===== config.mk =====
export PLATFORM = sky130hd
export DESIGN_NAME = rotor_stage
export DESIGN_NICKNAME = d
export VERILOG_FILES = /design/src/rtl/enigma_pkg.sv /design/src/rtl/rotor_map.sv /design/src/rtl/rotor_stage.sv
export SDC_FILE = /design/constraint.sdc
export NUM_CORES = 1
export LEC_CHECK = 0
export ABC_AREA = 0
export ABC_CLOCK_PERIOD_IN_PS = 15550
export BUFFER_PORTS_ARGS = -buffer_cell sky130_fd_sc_hd__buf_4
export CORE_UTILIZATION = 63
export DETAILED_ROUTE_END_ITERATION = 6
export PLACE_DENSITY = 0.83
export SLEW_MARGIN = 20
export SYNTH_ARGS = -nofsm -noshare
export SYNTH_HDL_FRONTEND = slang
export SYNTH_SLANG_ARGS = --single-unit

===== constraint.sdc =====
create_clock -name clk -period 15.55 [get_ports clk]
set_input_delay 0.7775 -clock clk [delete_from_list [all_inputs] [get_ports clk]]
set_output_delay 0.7775 -clock clk [all_outputs]
set_load 0.05 [all_outputs]

===== src/rtl/enigma_pkg.sv =====
// Shared letter type, rotor wiring tables and small helpers for the rotor stage.
package enigma_pkg;

  typedef logic [4:0] letter_t;

  localparam int NUM_LETTERS = 26;

  localparam letter_t W1 [NUM_LETTERS] = '{
    5'd10, 5'd7,  5'd4,  5'd17, 5'd15, 5'd24, 5'd21, 5'd19, 5'd3,  5'd1,
    5'd13, 5'd9,  5'd6,  5'd18, 5'd22, 5'd20, 5'd16, 5'd14, 5'd5,  5'd23,
    5'd11, 5'd2,  5'd12, 5'd26, 5'd25, 5'd8
  };

  localparam letter_t W2 [NUM_LETTERS] = '{
    5'd14, 5'd20, 5'd26, 5'd16, 5'd19, 5'd6,  5'd2,  5'd15, 5'd11, 5'd13,
    5'd23, 5'd18, 5'd3,  5'd10, 5'd4,  5'd9,  5'd22, 5'd12, 5'd1,  5'd5,
    5'd25, 5'd21, 5'd24, 5'd8,  5'd7,  5'd17
  };

  function automatic logic is_legal(input letter_t l);
    return (l >= 5'd1) && (l <= 5'd26);
  endfunction

  function automatic logic [4:0] mod26(input logic [4:0] v);
    return (v > 5'd25) ? v - 5'd26 : v;
  endfunction

endpackage


===== src/rtl/rotor_map.sv =====
// Combinational single-rotor substitution; sel_i picks W1 (0) or W2 (1).
module rotor_map
  import enigma_pkg::*;
(
  input  logic [4:0] letter_i,
  input  logic [4:0] pos_i,
  input  logic       sel_i,
  output logic [4:0] letter_o
);

  logic [5:0] sum, k, w, diff, m;
  logic [4:0] idx;

  always_comb begin
    // 6-bit intermediates keep (L-1)+p and W-1-p+26 free of overflow
    sum  = {1'b0, letter_i} - 6'd1 + {1'b0, pos_i};
    k    = (sum >= 6'd26) ? sum - 6'd26 : sum;
    idx  = (k < 6'd26) ? k[4:0] : 5'd0;
    w    = {1'b0, sel_i ? W2[idx] : W1[idx]};
    diff = w + 6'd25 - {1'b0, pos_i};
    m    = (diff >= 6'd26) ? diff - 6'd26 : diff;
    letter_o = m[4:0] + 5'd1;
  end

endmodule


===== src/rtl/rotor_stage.sv =====
// Two-rotor enciphering stage with a single output register and odometer stepping.
// Optional ROTOR_LOAD_EN adds load/load_pos1/load_pos2 for direct position loading.
module rotor_stage
  import enigma_pkg::*;
#(
  parameter int INIT_POS1 = 3,
  parameter int INIT_POS2 = 7
) (
  input  logic       clk,
  input  logic       rst,
  input  logic       in_valid,
  input  logic [4:0] in_letter,
  output logic       in_ready,
  output logic       out_valid,
  output logic [4:0] out_letter,
  input  logic       out_ready,
`ifdef ROTOR_LOAD_EN
  input  logic       load,
  input  logic [4:0] load_pos1,
  input  logic [4:0] load_pos2,
`endif
  output logic [4:0] pos1,
  output logic [4:0] pos2
);

  localparam logic [4:0] RST_POS1 = 5'(INIT_POS1);
  localparam logic [4:0] RST_POS2 = 5'(INIT_POS2);

  logic       out_valid_q, out_valid_d;
  logic [4:0] out_letter_q, out_letter_d;
  logic [4:0] pos1_q, pos1_d, pos2_q, pos2_d;
  logic [4:0] r1_out, r2_out;
  logic       accept, legal, step;

  rotor_map u_rotor1 (.letter_i(in_letter), .pos_i(pos1_q), .sel_i(1'b0), .letter_o(r1_out));
  rotor_map u_rotor2 (.letter_i(r1_out),    .pos_i(pos2_q), .sel_i(1'b1), .letter_o(r2_out));

  assign in_ready = !out_valid_q || out_ready;
  assign accept   = in_valid && in_ready;
  assign legal    = is_legal(in_letter);
  assign step     = accept && legal;

  always_comb begin
    out_valid_d  = out_valid_q;
    out_letter_d = out_letter_q;
    pos1_d       = pos1_q;
    pos2_d       = pos2_q;
    if (accept) begin
      out_valid_d  = 1'b1;
      out_letter_d = legal ? r2_out : in_letter;
    end else if (out_ready) begin
      out_valid_d  = 1'b0;
    end
    if (step) begin
      pos1_d = (pos1_q == 5'd25) ? 5'd0 : pos1_q + 5'd1;
      if (pos1_q == 5'd25)
        pos2_d = (pos2_q == 5'd25) ? 5'd0 : pos2_q + 5'd1;
    end
`ifdef ROTOR_LOAD_EN
    // Load wins over stepping; the letter above already used pre-load positions
    if (load) begin
      pos1_d = mod26(load_pos1);
      pos2_d = mod26(load_pos2);
    end
`endif
  end

  always_ff @(posedge clk or posedge rst) begin
    if (rst) begin
      out_valid_q  <= 1'b0;
      out_letter_q <= 5'd0;
      pos1_q       <= RST_POS1;
      pos2_q       <= RST_POS2;
    end else begin
      out_valid_q  <= out_valid_d;
      out_letter_q <= out_letter_d;
      pos1_q       <= pos1_d;
      pos2_q       <= pos2_d;
    end
  end

  assign out_valid  = out_valid_q;
  assign out_letter = out_letter_q;
  assign pos1       = pos1_q;
  assign pos2       = pos2_q;

endmodule


; After elaboration in Yosys (flattened, before gate mapping)
; Memories as Yosys holds them, arrays and structs flattened.
; Index checks and enable logic that the tools add are counted.
; W data, S select, Z words.
[totals]
regBits = 16
output_inout_bits = 17
mem_count = 2
rom_bits = 320
latchBits = 0
input_bits = 9
word_cells = 58
ram_bits = 0
[mem_list]
columns = name, words, width, rd, rd_ports_with_merged_regs, write_ports, line_no
row1 = (no name shown), 32, 5, 1, 0, 0, rotor_map.sv:19  ; w = {1'b0, sel_i ? W2[idx] : W1[idx]};
row2 = (no name shown), 32, 5, 1, 0, 0, rotor_map.sv:19
[classes]
eq_ne = 2
n_mul = 0
n_mux = 15
shift = 0
div_mod_pow = 0
n_addsub = 16
reduce_logical = 7
n_lt_le_gt_ge = 10
bitwise_logic = 2
[op_table]
columns = op, n
row1 = $mux W5, 11
row2 = $ge A6 B5 Y1 const B, 4
row3 = $add A5 B1 Y5 const B, 4
row4 = $add A5 B5 Y6 const B, 2
row5 = $add A6 B5 Y6, 2
row6 = $ge A6 B6 Y1 const B, 2
row7 = $lt A6 B5 Y1 const B, 2
row8 = $mux W6, 2
row9 = $not A5 Y6, 2
row10 = $sub A5 B1 Y6 const B, 2
row11 = $sub A6 B5 Y6, 2
row12 = $sub A6 B5 Y6 const B, 2
row13 = $eq A5 B5 Y1 const B, 2
row14 = $sub A5 B5 Y5 const B, 2
row15 = $ge A5 B1 Y1 const B, 1
row16 = $le A5 B5 Y1 const B, 1
row17 = $logic_and A1 B1 Y1, 3
row18 = $mux W1, 2
row19 = $reduce_and A2 Y1, 1
row20 = $reduce_bool A2 Y1, 1
row21 = $logic_not A1 Y1, 1
row22 = $logic_or A1 B1 Y1, 1

; Depth between registers and ports, before layout
; Gate-level depths: netlist of the first run.
[depth]
ltp_word = 31
ltp_mapped = 61
mapped_depth_nobuf = 60

; Hierarchy
; Synthesis of the first run repeated with hierarchy kept, for this count alone.
[unflattened]
hier_cells = 617
hier_area_um2 = 4648.2
[modules_own_cells]
columns = mod, cells_each, n_inst, area_per_inst_um2, seq_area_each_um2
row1 = rotor_map at u_rotor2, 262, 1, 1871.8, 0.0
row2 = rotor_map at u_rotor1, 259, 1, 1844.3, 0.0
row3 = rotor_stage, 96, 1, 932.1, 406.6

; Worst setup path after synthesis of the first run
; No wires, ideal clock.
[synth_path]
path_kind = reg-to-reg
startpoint = reg pos1_q[1] (netlist: pos1[1])
endpoint = reg out_letter_q[4] (netlist: out_letter[4])
path_slack_ns = 3.394
t_required_ns = 15.420
t_arrival_ns = 12.026
path_buffers = 1
period_less_slack_ns = 12.156
setup_time_ns = 0.130
path_stages_with_launch = 61
path_cell_list = dfstp_2 > inv_1 > ha_1 > inv_1 > ha_1 > fa_1 > inv_1 > ha_1 > clkbuf_1 > o21ai_0 > nor2_1 > nand4_1 > nand3_1 > nor2_1 > inv_1 > ha_1 > nor3b_1 > a2111o_1 > (+25 left out) > or2_1 > ha_1 > a31o_2 > a22oi_1 > mux2i_1 > ha_1 > inv_1 > ha_1 > fa_1 > a21o_1 > a21oi_1 > xor2_1 > a21boi_1 > xnor2_1 > ha_1 > nand3_1 > nor4_1 > nor3b_1
[synth_between]
elab_chain_cells = 30
elab_cells_between_ends = 34
classes_between = add/sub: 13 / order compare: 6 / mux: 11 / bitwise: 2 / memory: 2
[synth_lines]
columns = item, line_no
row1 = start: declaration, rotor_stage.sv:31  ; logic [4:0] pos1_q, pos1_d, pos2_q, pos2_d;
row2 = start signal: assignment, rotor_stage.sv:77  ; pos1_q <= pos1_d;
row3 = $add A6 B5 Y6, rotor_map.sv:16  ; sum = {1'b0, letter_i} - 6'd1 + {1'b0, pos_i};
row4 = $sub A6 B5 Y6 or $ge A6 B5 Y1 (tied branches), rotor_map.sv:17  ; k = (sum >= 6'd26) ? sum - 6'd26 : sum;
row5 = $mux W6, rotor_map.sv:17
row6 = $lt A6 B5 Y1, rotor_map.sv:18  ; idx = (k < 6'd26) ? k[4:0] : 5'd0;
row7 = $mux W5, rotor_map.sv:18
row8 = $not A5 Y6, --
row9 = $mem_v2 Z32 W5, --
row10 = $mux W5 (implied by the code) (2 in series), rotor_map.sv:19
row11 = (+12 left out), --
row12 = $mem_v2 Z32 W5 *, --
row13 = $mux W5 (implied by the code) * (2 in series), rotor_map.sv:19
row14 = $add A5 B5 Y6 *, rotor_map.sv:20  ; diff = w + 6'd25 - {1'b0, pos_i};
row15 = $sub A6 B5 Y6 *, rotor_map.sv:20
row16 = $sub A5 B5 Y5 or $ge A6 B5 Y1 (tied branches), rotor_map.sv:21  ; m = (diff >= 6'd26) ? diff - 6'd26 : diff;
row17 = $mux W5 *, rotor_map.sv:21
row18 = $add A5 B1 Y5 *, rotor_map.sv:22  ; letter_o = m[4:0] + 5'd1;
row19 = $mux W5 *, rotor_stage.sv:50  ; out_letter_d = legal ? r2_out : in_letter;
row20 = end signal: assignment, rotor_stage.sv:76  ; out_letter_q <= out_letter_d;
row21 = end: declaration, rotor_stage.sv:30  ; logic [4:0] out_letter_q, out_letter_d;
; Every way passes the cells marked *; elsewhere a longest branch is shown, timed or not. The select of a mux whose other input is x is not followed.
; A chain may end at the register's enable or synchronous reset.

; Worst setup path in the final report of the first run
; Same ends and word-level chain as after synthesis.

==> results of run 1 <==
[per-stage QoR]
step,hold slack [ns],utilization
after floorplan,0.652,-
after global placement,0.470,0.697
after detailed placement,0.479,0.697
after CTS,0.494,0.707
after global routing,0.511,0.707
final,0.493,0.707
[synthesized netlist by cell type, types with 3 or more instances]
cell	instances	area, µm²
nor2_1	43	161
ha_1	63	788
nand2b_1	4	25.0
nor3b_1	7	52.6
nand3_1	19	95.1
nor2b_1	3	18.8
a21o_1	6	45.0
o2bb2ai_1	3	26.3
nand4_1	5	31.3
dfstp_2	5	131
o21ai_0	22	110
inv_1	71	267
or2_2	3	18.8
nand2_1	35	131
buf_2	6	30.0
or2_1	3	18.8
fa_1	4	80.1
nor4_1	4	25.0
dfrtp_1	11	275
xor2_1	7	61.3
and2_1	6	37.5
o21ai_1	4	20.0
o22ai_1	6	37.5
a31oi_1	6	37.5
and3_1	4	25.0
xnor2_1	15	131
and4_1	3	26.3
clkbuf_1	6	22.5
a211o_1	4	35.0
a21oi_1	25	125
mux2i_1	14	140
a211oi_1	3	22.5
o32ai_1	3	26.3
nor3_1	8	40.0
o211ai_1	3	22.5
[cell usage in the layout, fill, tap and decap left out, drive strengths merged, types with 5 or more instances in the layout]
master,count
nand4,5
mux2i,14
nor3b,7
o22ai,6
dfrtp,11
or2,7
nor3,8
and2,7
xnor2,15
inv,71
ha,63
buf,25
nand3,19
a21oi,25
nand2,36
o21ai,27
a31oi,6
nor2,44
dfstp,5
a21o,6
xor2,7
[worst max path at each step]
stage	startpoint	end	slack (ns)
5_1_grt	pos1[1]	out_letter[4]	0.64
4_1_cts	pos1[1]	out_letter[2]	1.91
3_3_place_gp	in_letter[1]	out_letter[2]	2.14
6_report	pos1[1]	out_letter[4]	1.70
2_1_floorplan	pos1[1]	out_letter[4]	3.39
3_5_place_dp	in_letter[1]	out_letter[4]	1.70
[routing by layer]
metal	wire, µm	GRT usage
met5	0	0
met4	27	0.0333
met3	388	0.00930
met2	4030	0.519
met1	4050	0.401
[cell type report]
cell class                 count  share of cell area
sequential                    16               0.103
multi-input combinational    391               0.745
timing repair buffer          25              0.0476
clock buffer                   4              0.0140
inverter                      71              0.0677
tap                           72              0.0229
[logic make-up after synthesis]
logic type               share of synthesized area
flip-flops                                   0.110
adder cells (fa/ha/maj)                      0.236
AND/OR/NAND/NOR                              0.223
AO/OA/AOI/OAI                                0.235
multiplexers                                0.0502
buffers and inverters                       0.0940
XOR/XNOR                                    0.0523
[critical path, delay by kind of cell, from the launching register on]
family                     cells  cell delay (ns)
xor gates and xnor gates       5             2.12
and+or+nand+nor               11             2.09
adders and majority gates     14             4.21
DFF                            1             0.59
muxes                          3             1.08
AOI/OAI and AO/OA             11             3.13
buffers and inverters          8             0.48
[sequential cells by signal, indices dropped and copies added (netlist names)]
name and count:
out_letter 5, pos2 5, pos1 5, out_valid 1
==> results_tabular.tex, run 1 <==
\begin{tabular}{lr}
\hline
Metric & Value \\
\hline
\multicolumn{2}{l}{\textbf{Yosys}} \\
FF+latch count, synth & 16 \\
Sequential-to-total area share from yosys stat & 0.110 \\
Post-Synthesis Net Count & 569 \\
Synthesized area per cell & between 7 and 8 µm² \\
Count of flip-flops with a built-in enable after synthesis & 0 \\
Primary flip-flop cell chosen by synthesis mapping & dfrtp\_1 \\
Number of warnings issued by yosys & 0 \\
Cell variety after synth & about 80 \\
Post-synth ARST share & 1.00 \\
Synthesized instance count & between 400 and 500 \\
Summed instance area of the synthesized netlist & 3690 µm² \\
\multicolumn{2}{l}{\textbf{Min path}} \\
Hold worst-path end & out\_letter[3] \\
Start point of the worst min-delay path & out\_letter[3] \\
Worst hold path cell count & 2 \\
Tightest Hold Check Type & flop to flop \\
\multicolumn{2}{l}{\textbf{Drt}} \\
Detailed-route via count & about 3600 \\
Routed length per instance & $\sim$15 µm \\
Final Routed Wirelength & 8.49 mm \\
First-pass iteration count of the detailed router & 5 \\
Final routed DRC violation total & 0 \\
Initial drt markers & roughly 190 \\
DRT antenna net count & 0 \\
Via density per instance & $\sim$6.1 \\
\multicolumn{2}{l}{\textbf{Timing}} \\
Final period util & 0.891 \\
Achievable frequency & 72.2 MHz \\
Final worst slack & 1.70 ns \\
RSZ-0062 raised after global routing & false \\
Final Hold Violating Endpoints & 0 \\
Relative slew margins & 0.385 \\
Final number of setup-violating endpoints & 0 \\
Aggregate negative setup slack & 0 ns \\
Final number of max-transition violations & 0 \\
Slew at the pin with the worst max-slew slack & 0.918 ns \\
Clock period minus worst slack & 13.85 ns \\
Setup Skew & between 0.003 and 0.004 ns \\
\multicolumn{2}{l}{\textbf{Final layout}} \\
Proportion of layout cells with a drive suffix above 1 & 0.0986 \\
Synth-to-Final Area Change & 6.86\% \\
Storage cell area & about 410 µm² \\
Antenna diode instance count & 0 \\
Final Instance Count excl. Fillers & roughly 580 \\
Area of the multi-input gates & roughly 2900 µm² \\
Cell area after layout & between 3000 and 4000 µm² \\
Final nets & 584 \\
Fillcell total & 460 \\
\multicolumn{2}{l}{\textbf{Status}} \\
Run status & finished, final reports clean \\
\multicolumn{2}{l}{\textbf{Place}} \\
Post-placement setup slack & approximately 1.7 ns \\
Count of buffers from port buffering & 25 \\
HPWL after detailed placement & 6.86 mm \\
Last weighted congestion value of the routability-driven placer & 0.989 \\
Standard cell area after detailed placement & around 3900 µm² \\
Dpl cells & approximately 580 \\
\multicolumn{2}{l}{\textbf{Critical path}} \\
Classification of the worst setup path & flop to flop \\
Worst path max stage delay & 0.75 ns \\
Setup crit start kind & flop \\
Flop2flop setup slack & 1.70 ns \\
Arrival time worst endpoint & roughly 14 ns \\
Nature of the critical path endpoint & flop \\
Reg-to-Reg End & out\_letter[4] \\
Crit path top cell by count & ha\_1 \\
Critical path fanouts, max & 13 \\
Slowest-stage cell, CP & xor2\_1 \\
Launching point of the worst reg2reg path & pos1[1] \\
Number of cells on the worst reg-to-reg path & 52 \\
Required time reported for the critical path endpoint & roughly 16 ns \\
\multicolumn{2}{l}{\textbf{Floorplan}} \\
Number of core rows & 27 \\
Core area & between 5000 and 6000 µm² \\
Die outline height & 78.5 µm \\
Die Footprint & around 6200 µm² \\
Die width & between 70 and 80 µm \\
Starting utilization of the core area & 0.661 \\
Number of ports placed on the die boundary & 26 \\
\multicolumn{2}{l}{\textbf{CTS}} \\
Maximum buffer depth of the clock tree & 2 \\
Clock-pin slew on the worst setup and hold paths & around 0.06 ns \\
Clock latency reported for the late side of the worst-skew pair & approximately 0.25 ns \\
Post-cts sizing count & 0 \\
Post-CTS Repair Setup Buffers & 0 \\
Post-cts hold buffer count & 0 \\
Count of H-tree levels built during CTS & 1 \\
Sinks on Clock Net & 16 \\
Cts bufs inserted & 3 \\
Cell chosen for the clock root & clkbuf\_8 \\
TritonCTS clock tree & done \\
\multicolumn{2}{l}{\textbf{Global routing}} \\
Antenna violations before repair & 0 \\
Global-route usage over all layers & 0.291 \\
Vias in the first global route & approximately 3300 \\
Largest net degree at the start of global routing & 17 \\
Gr ovfl total & 0 \\
First-pass GRT wire length & 15.0 mm \\
\multicolumn{2}{l}{\textbf{Job}} \\
Max-cap violations & 0 \\
\hline
\end{tabular}
Power of run 1 is left out: the tool's default activity adds up to more than one toggle a clock period on the data nets, which glitch-free logic cannot reach.
==> run 2: changes to the inputs <==
--- a/config.mk
+++ b/config.mk
@@ -10,6 +10,7 @@
 export BUFFER_PORTS_ARGS = -buffer_cell sky130_fd_sc_hd__buf_4
 export CORE_UTILIZATION = 63
 export DETAILED_ROUTE_END_ITERATION = 6
+export MAX_ROUTING_LAYER = met4
 export PLACE_DENSITY = 0.83
 export SLEW_MARGIN = 20
 export SYNTH_ARGS = -nofsm -noshare
==> run 2 against run 1 <==
Critical path depth up 3. Routed wire length fell by 1.4%. Critical path type unchanged. Via count grew 0.17%. Non-clock buffer count is the same. Worst setup slack gained 0.11 ns. First-iteration DRC count is 62% higher. Global-route usage decreased by 0.59 points. Utilization unchanged. Sequential share of layout area is the same.
==> results_tabular.tex, run 2 (synthesis gave the netlist of run 1 again) <==
\begin{tabular}{lr}
\hline
Metric & Value \\
\hline
\multicolumn{2}{l}{\textbf{Drt}} \\
Top Layer Used & met4 \\
Met1 routed wirelength after detailed routing & 4.12 mm (+1.7\%) \\
DRT antenna net count & 0 (unchanged) \\
Initial drt markers & 312 (+62\%) \\
Final Routed Wirelength & 8.38 mm (-1.4\%) \\
First-pass iteration count of the detailed router & 5 (unchanged) \\
Final routed DRC violation total & 0 (unchanged) \\
Routed wl met3 & 300 µm (-23\%) \\
Routed length per instance & 14.5 µm (-1.4\%) \\
Via density per instance & 6.15 (+0.17\%) \\
Detail Route met2 WL & 3.90 mm (-3.1\%) \\
Detailed-route via count & 3562 (+0.17\%) \\
\multicolumn{2}{l}{\textbf{Timing}} \\
RSZ-0062 raised after global routing & false \\
Final period util & 0.884 (-0.00680) \\
Achievable frequency & 72.8 MHz (+0.77\%) \\
Aggregate negative setup slack & 0 ns (unchanged) \\
Setup Skew & 0.00531 ns (+0.00183 ns) \\
Slew at the pin with the worst max-slew slack & 0.958 ns (+0.0409 ns) \\
Final number of max-transition violations & 0 (unchanged) \\
Clock period minus worst slack & 13.74 ns (-0.106 ns) \\
Final Hold Violating Endpoints & 0 (unchanged) \\
Relative slew margins & 0.358 (-0.0274) \\
Final number of setup-violating endpoints & 0 (unchanged) \\
\multicolumn{2}{l}{\textbf{Final layout}} \\
Area of the multi-input gates & 2930 µm² (unchanged) \\
Antenna diode instance count & 0 (unchanged) \\
Fillcell total & 468 (+1.7\%) \\
Storage cell area & 407 µm² (unchanged) \\
Proportion of layout cells with a drive suffix above 1 & 0.0986 (unchanged) \\
Leading cell types in the layout, fill and taps excluded & inv\_1, ha\_1, nor2\_1, nand2\_1 \\
Final nets & 584 (unchanged) \\
Synth-to-Final Area Change & 6.86\% (unchanged) \\
Leading cell type in the layout, fill and taps excluded & inv\_1 \\
\multicolumn{2}{l}{\textbf{CTS}} \\
Cts bufs inserted & 3 (unchanged) \\
Cell chosen for the clock root & clkbuf\_8 \\
Post-cts hold buffer count & 0 (unchanged) \\
Sinks on Clock Net & 16 (unchanged) \\
TritonCTS clock tree & done \\
Maximum buffer depth of the clock tree & 2 (unchanged) \\
Post-CTS Repair Setup Buffers & 0 (unchanged) \\
Clock latency reported for the late side of the worst-skew pair & 0.26 ns (about the same) \\
Count of H-tree levels built during CTS & 1 (unchanged) \\
Clock-pin slew on the worst setup and hold paths & 0.06 ns (about the same) \\
Post-cts sizing count & 0 (unchanged) \\
\multicolumn{2}{l}{\textbf{Critical path}} \\
Arrival time worst endpoint & 13.87 ns (-0.10 ns) \\
Nature of the critical path endpoint & flop \\
Worst path max stage delay & 0.72 ns (-0.03 ns) \\
Slowest-stage cell, CP & xor2\_1 \\
Classification of the worst setup path & flop to flop \\
Crit path top cell by count & ha\_1 \\
Setup crit start kind & flop \\
Critical path fanouts, max & 13 (unchanged) \\
Cell family with most CP delay & adder cells \\
Buffers \& Inverters on Critical Path & 8 (unchanged) \\
Required time reported for the critical path endpoint & 15.67 ns (about the same) \\
\multicolumn{2}{l}{\textbf{Status}} \\
Run status & finished, final reports clean \\
\multicolumn{2}{l}{\textbf{Floorplan}} \\
Number of ports placed on the die boundary & 26 (unchanged) \\
Number of core rows & 27 (unchanged) \\
Die Footprint & 6160 µm² (unchanged) \\
Core area & 5570 µm² (unchanged) \\
Die outline height & 78.5 µm (unchanged) \\
Die width & 78.5 µm (unchanged) \\
Starting utilization of the core area & 0.661 (unchanged) \\
\multicolumn{2}{l}{\textbf{Global routing}} \\
Vias in the first global route & 3215 (-3.4\%) \\
Gr ovfl total & 0 (unchanged) \\
Global-route usage over all layers & 0.286 (-0.00588) \\
Antenna violations before repair & 0 (unchanged) \\
First-pass GRT wire length & 14.2 mm (-5.4\%) \\
Largest net degree at the start of global routing & 17 (unchanged) \\
\multicolumn{2}{l}{\textbf{Place}} \\
Count of buffers from port buffering & 25 (unchanged) \\
HPWL after detailed placement & 6.68 mm (-2.7\%) \\
Last weighted congestion value of the routability-driven placer & 0.940 (-5.0\%) \\
\multicolumn{2}{l}{\textbf{Job}} \\
Max-cap violations & 0 (unchanged) \\
\multicolumn{2}{l}{\textbf{Min path}} \\
Tightest Hold Check Type & flop to flop \\
\hline
\end{tabular}
[run 2: worst register-to-register path: cells and delay by family (launching register included)]
family,cells,cell delay (ns)
AO/OA/AOI/OAI,15,3.57
XOR/XNOR,7,2.33
adder cells (fa/ha/maj),16,4.83
buffers and inverters,8,0.48
flip-flops,1,0.59
multiplexers,2,0.37
AND/OR/NAND/NOR,7,1.46
[run 2: path summary, 6_finish.rpt]
kind | from | endpoint | slack (ns) | depth (start not counted)
worst max-delay path | pos1[1] | out_letter[2] | 1.81 | 55
worst min-delay path | out_letter[1] | out_letter[1] | 0.50 | 2
worst max register to register | pos1[1] | out_letter[2] | 1.81 | 55
worst min register to register | out_letter[1] | out_letter[1] | 0.50 | 2
max in group asynchronous | rst | pos2[3] | 14.58 | 2
min in group asynchronous | rst | pos2[4] | 0.59 | 2
[run 2: final cells by class]
cell class | count | share of cell area
Multi-Input combinational cell | 391 | 0.745
Sequential cell | 16 | 0.103
Inverter | 71 | 0.0677
Timing Repair Buffer | 25 | 0.0476
Tap cell | 72 | 0.0229
Clock buffer | 4 | 0.0140
[run 2: per-layer routing]
layer / up-vias / GRT usage
li1: 1782 / -
met1: 1672 / 0.378
met2: 101 / 0.486
met3: 7 / 0.0151
met4: 0 / 0.0500
met5: - / -
[run 2: per-stage QoR]
step           cell area (µm²)   util  setup WS [ns]  hold WS [ns]  cells
6_report                  3940  0.707           1.81         0.497    579
5_1_grt                   3940  0.707          0.822         0.529    579
4_1_cts                   3940  0.707           1.91         0.498    579
3_5_place_dp              3880  0.697           1.70         0.477    575
3_3_place_gp              3880  0.697           2.13         0.470    575
2_1_floorplan             3690      -           3.39         0.652    493
Power of run 2 is left out for the same reason.
==> run 3: changes to the inputs <==
--- a/config.mk
+++ b/config.mk
@@ -8,11 +8,12 @@
 export ABC_AREA = 0
 export ABC_CLOCK_PERIOD_IN_PS = 15550
 export BUFFER_PORTS_ARGS = -buffer_cell sky130_fd_sc_hd__buf_4
-export CORE_UTILIZATION = 63
+export CORE_UTILIZATION = 64
 export DETAILED_ROUTE_END_ITERATION = 6
 export MAX_ROUTING_LAYER = met4
 export PLACE_DENSITY = 0.83
 export SLEW_MARGIN = 20
 export SYNTH_ARGS = -nofsm -noshare
 export SYNTH_HDL_FRONTEND = slang
+export SYNTH_HIERARCHICAL = 1
 export SYNTH_SLANG_ARGS = --single-unit
==> run 3 against run 2 <==
Final cell count increased by 26%. Utilization increased by 0.70 points. Critical path depth increased by 1. Clock skew about the same. Sequential share of layout area decreased by 2.1 points. First-iteration DRC count increased by 14%. Routed wire length increased by 45%.
==> results_tabular.tex, run 3 <==
\begin{tabular}{lr}
\hline
Metric & Value \\
\hline
\multicolumn{2}{l}{\textbf{Timing}} \\
Clock period minus worst slack & 13.50 ns (-0.243 ns) \\
Achievable frequency & 74.1 MHz (+1.8\%) \\
Final period util & 0.868 (-0.0156) \\
Aggregate negative setup slack & 0 ns (unchanged) \\
Slew at the pin with the worst max-slew slack & 0.901 ns (-0.0570 ns) \\
RSZ-0062 raised after global routing & false \\
Setup Skew & 0.00491 ns (-0.000393 ns) \\
Relative slew margins & 0.397 (+0.0388) \\
Final number of setup-violating endpoints & 0 (unchanged) \\
Final Hold Violating Endpoints & 0 (unchanged) \\
Final number of max-transition violations & 0 (unchanged) \\
\multicolumn{2}{l}{\textbf{Global routing}} \\
Vias in the first global route & 4421 (+38\%) \\
Gr ovfl total & 0 (unchanged) \\
Global-route usage over all layers & 0.338 (+0.0521) \\
Antenna violations before repair & 0 (unchanged) \\
Largest net degree at the start of global routing & 21 (+4) \\
First-pass GRT wire length & 20.4 mm (+44\%) \\
\multicolumn{2}{l}{\textbf{Critical path}} \\
Required time reported for the critical path endpoint & 15.71 ns (+0.04 ns) \\
Flop2flop setup slack & 2.06 ns (+0.25 ns) \\
Number of cells on the worst reg-to-reg path & 55 (unchanged) \\
Setup crit start kind & input pin \\
Slowest-stage cell, CP & fa\_1 \\
Worst path max stage delay & 0.67 ns (-0.05 ns) \\
Launching point of the worst reg2reg path & pos1[1] \\
Origin of the worst setup path & in\_letter[1] \\
Critical path destination & out\_letter[1] \\
Nature of the critical path endpoint & flop \\
Critical path fanouts, max & 13 (unchanged) \\
Cell family with most CP delay & adder cells \\
Classification of the worst setup path & input pin to flop \\
Reg-to-Reg End & out\_letter[1] \\
Crit path top cell by count & ha\_1 \\
Buffers \& Inverters on Critical Path & 10 (+2) \\
Worst path depth & 56 (+1.8\%) \\
Arrival time worst endpoint & 13.67 ns (-0.20 ns) \\
\multicolumn{2}{l}{\textbf{Yosys}} \\
Number of warnings issued by yosys & 6 (+6) \\
Summed instance area of the synthesized netlist & 4650 µm² (+26\%) \\
Post-synth ARST share & 1.00 (unchanged) \\
Cell accounting for the most synthesized area & ha\_1 \\
Synthesized instance count & 617 (+25\%) \\
Count of flip-flops with a built-in enable after synthesis & 0 (unchanged) \\
Area fraction of the dominant cell type after synthesis & 0.172 (-0.0416) \\
Post-synth top cells & inv\_1, ha\_1, a21oi\_1, nand2\_1 \\
Primary flip-flop cell chosen by synthesis mapping & dfrtp\_1 \\
Sequential-to-total area share from yosys stat & 0.0875 (-0.0228) \\
Most numerous cell in the Yosys netlist & inv\_1 \\
Synthesized area per cell & 7.53 µm² (+0.76\%) \\
Biggest area contributors in the synthesized netlist & ha\_1, inv\_1, dfrtp\_1 \\
FF+latch count, synth & 16 (unchanged) \\
Cell variety after synth & 93 (+19\%) \\
\multicolumn{2}{l}{\textbf{Place}} \\
Last weighted congestion value of the routability-driven placer & 1.02 (+8.9\%) \\
Dpl cells & 727 (+26\%) \\
Count of buffers from port buffering & 25 (unchanged) \\
HPWL after detailed placement & 9.56 mm (+43\%) \\
\multicolumn{2}{l}{\textbf{Drt}} \\
Detailed-route via count & 4857 (+36\%) \\
Routed length per instance & 16.6 µm (+15\%) \\
Top Layer Used & met4 \\
Via density per instance & 6.64 (+8.0\%) \\
Initial drt markers & 356 (+14\%) \\
Met1 routed wirelength after detailed routing & 5.00 mm (+21\%) \\
Final routed DRC violation total & 0 (unchanged) \\
Detail Route met2 WL & 5.98 mm (+53\%) \\
Final Routed Wirelength & 12.2 mm (+45\%) \\
First-pass iteration count of the detailed router & 7 (+2) \\
DRT antenna net count & 0 (unchanged) \\
Routed wl met3 & 743 µm (+150\%) \\
\multicolumn{2}{l}{\textbf{CTS}} \\
Cts bufs inserted & 3 (unchanged) \\
Sinks on Clock Net & 16 (unchanged) \\
Maximum buffer depth of the clock tree & 2 (unchanged) \\
Cell chosen for the clock root & clkbuf\_8 \\
Clock latency reported for the late side of the worst-skew pair & 0.25 ns (about the same) \\
Post-cts sizing count & 0 (unchanged) \\
Count of H-tree levels built during CTS & 1 (unchanged) \\
Clock-pin slew on the worst setup and hold paths & 0.06 ns (about the same) \\
Post-cts hold buffer count & 0 (unchanged) \\
Post-CTS Repair Setup Buffers & 0 (unchanged) \\
TritonCTS clock tree & done \\
\multicolumn{2}{l}{\textbf{Floorplan}} \\
Die outline height & 87.2 µm (+11\%) \\
Die width & 87.2 µm (+11\%) \\
Core area & 6910 µm² (+24\%) \\
Starting utilization of the core area & 0.673 (+0.0117) \\
Number of core rows & 30 (+11\%) \\
Die Footprint & 7610 µm² (+23\%) \\
Number of ports placed on the die boundary & 26 (unchanged) \\
\multicolumn{2}{l}{\textbf{Final layout}} \\
Final Instance Count excl. Fillers & 731 (+26\%) \\
Synth-to-Final Area Change & 6.03\% \\
Final nets & 713 (+22\%) \\
Proportion of layout cells with a drive suffix above 1 & 0.117 (+0.0179) \\
Leading cell type in the layout, fill and taps excluded & inv\_1 \\
Antenna diode instance count & 0 (unchanged) \\
Leading cell types in the layout, fill and taps excluded & inv\_1, ha\_1, a21oi\_1, nand2\_1 \\
\multicolumn{2}{l}{\textbf{Min path}} \\
Tightest Hold Check Type & flop to flop \\
Worst hold path cell count & 2 (unchanged) \\
\multicolumn{2}{l}{\textbf{Status}} \\
Run status & finished, final reports clean \\
\multicolumn{2}{l}{\textbf{Job}} \\
Max-cap violations & 0 (unchanged) \\
\hline
\end{tabular}
## run 3: kinds of logic after synthesis
group                    synth area share
AO/OA/AOI/OAI                       0.329
AND/OR/NAND/NOR                     0.217
buffers and inverters              0.0939
adder cells (fa/ha/maj)             0.190
XOR/XNOR                           0.0415
multiplexers                       0.0393
flip-flops                         0.0875
other                             0.00162
## run 3: cell type report
| cell class | instances | area, µm² |
|---|---|---|
| repair buffers | 26 | 195 |
| well taps | 96 | 120 |
| fillers | 586 | 1980 |
| multi-input cells | 510 | 3850 |
| clock buffers | 4 | 55.1 |
| flip-flops and latches | 16 | 407 |
| inverters | 79 | 302 |
## run 3: worst min-delay path, delay by kind of cell (launching register included)
kind               cells  cell delay (ns)
AOI/OAI and AO/OA      1             0.06
DFF                    1             0.35
and+or+nand+nor        1             0.05
## run 3: layer usage
| layer | global-route usage | up-vias |
|---|---|---|
| met1 | 0.396 | 2270 |
| met4 | 0.142 | 0 |
| met2 | 0.593 | 208 |
| met5 | - | - |
| li1 | - | 2330 |
| met3 | 0.0284 | 49 |
## run 3: stage by stage
step	worst slack, ns	hold slack (ns)	utilization	instance area (µm²)
final	2.05	0.490	0.714	4930
after global routing	1.04	0.524	0.714	4930
after CTS	2.25	0.493	0.714	4930
after detailed placement	2.02	0.480	0.706	4870
after global placement	2.33	0.464	0.706	4870
after floorplan	3.48	0.620	-	4690
## run 3: worst min path at each step
stage	start	endpoint	slack, ns
after detailed placement	out_letter[3]	out_letter[3]	0.48
after floorplan	pos2[0]	pos2[0]	0.62
after CTS	out_letter[3]	out_letter[3]	0.49
after global placement	out_letter[3]	out_letter[3]	0.46
final	out_letter[3]	out_letter[3]	0.49
after global routing	out_letter[1]	out_letter[1]	0.52
Power of run 3 is left out for the same reason.
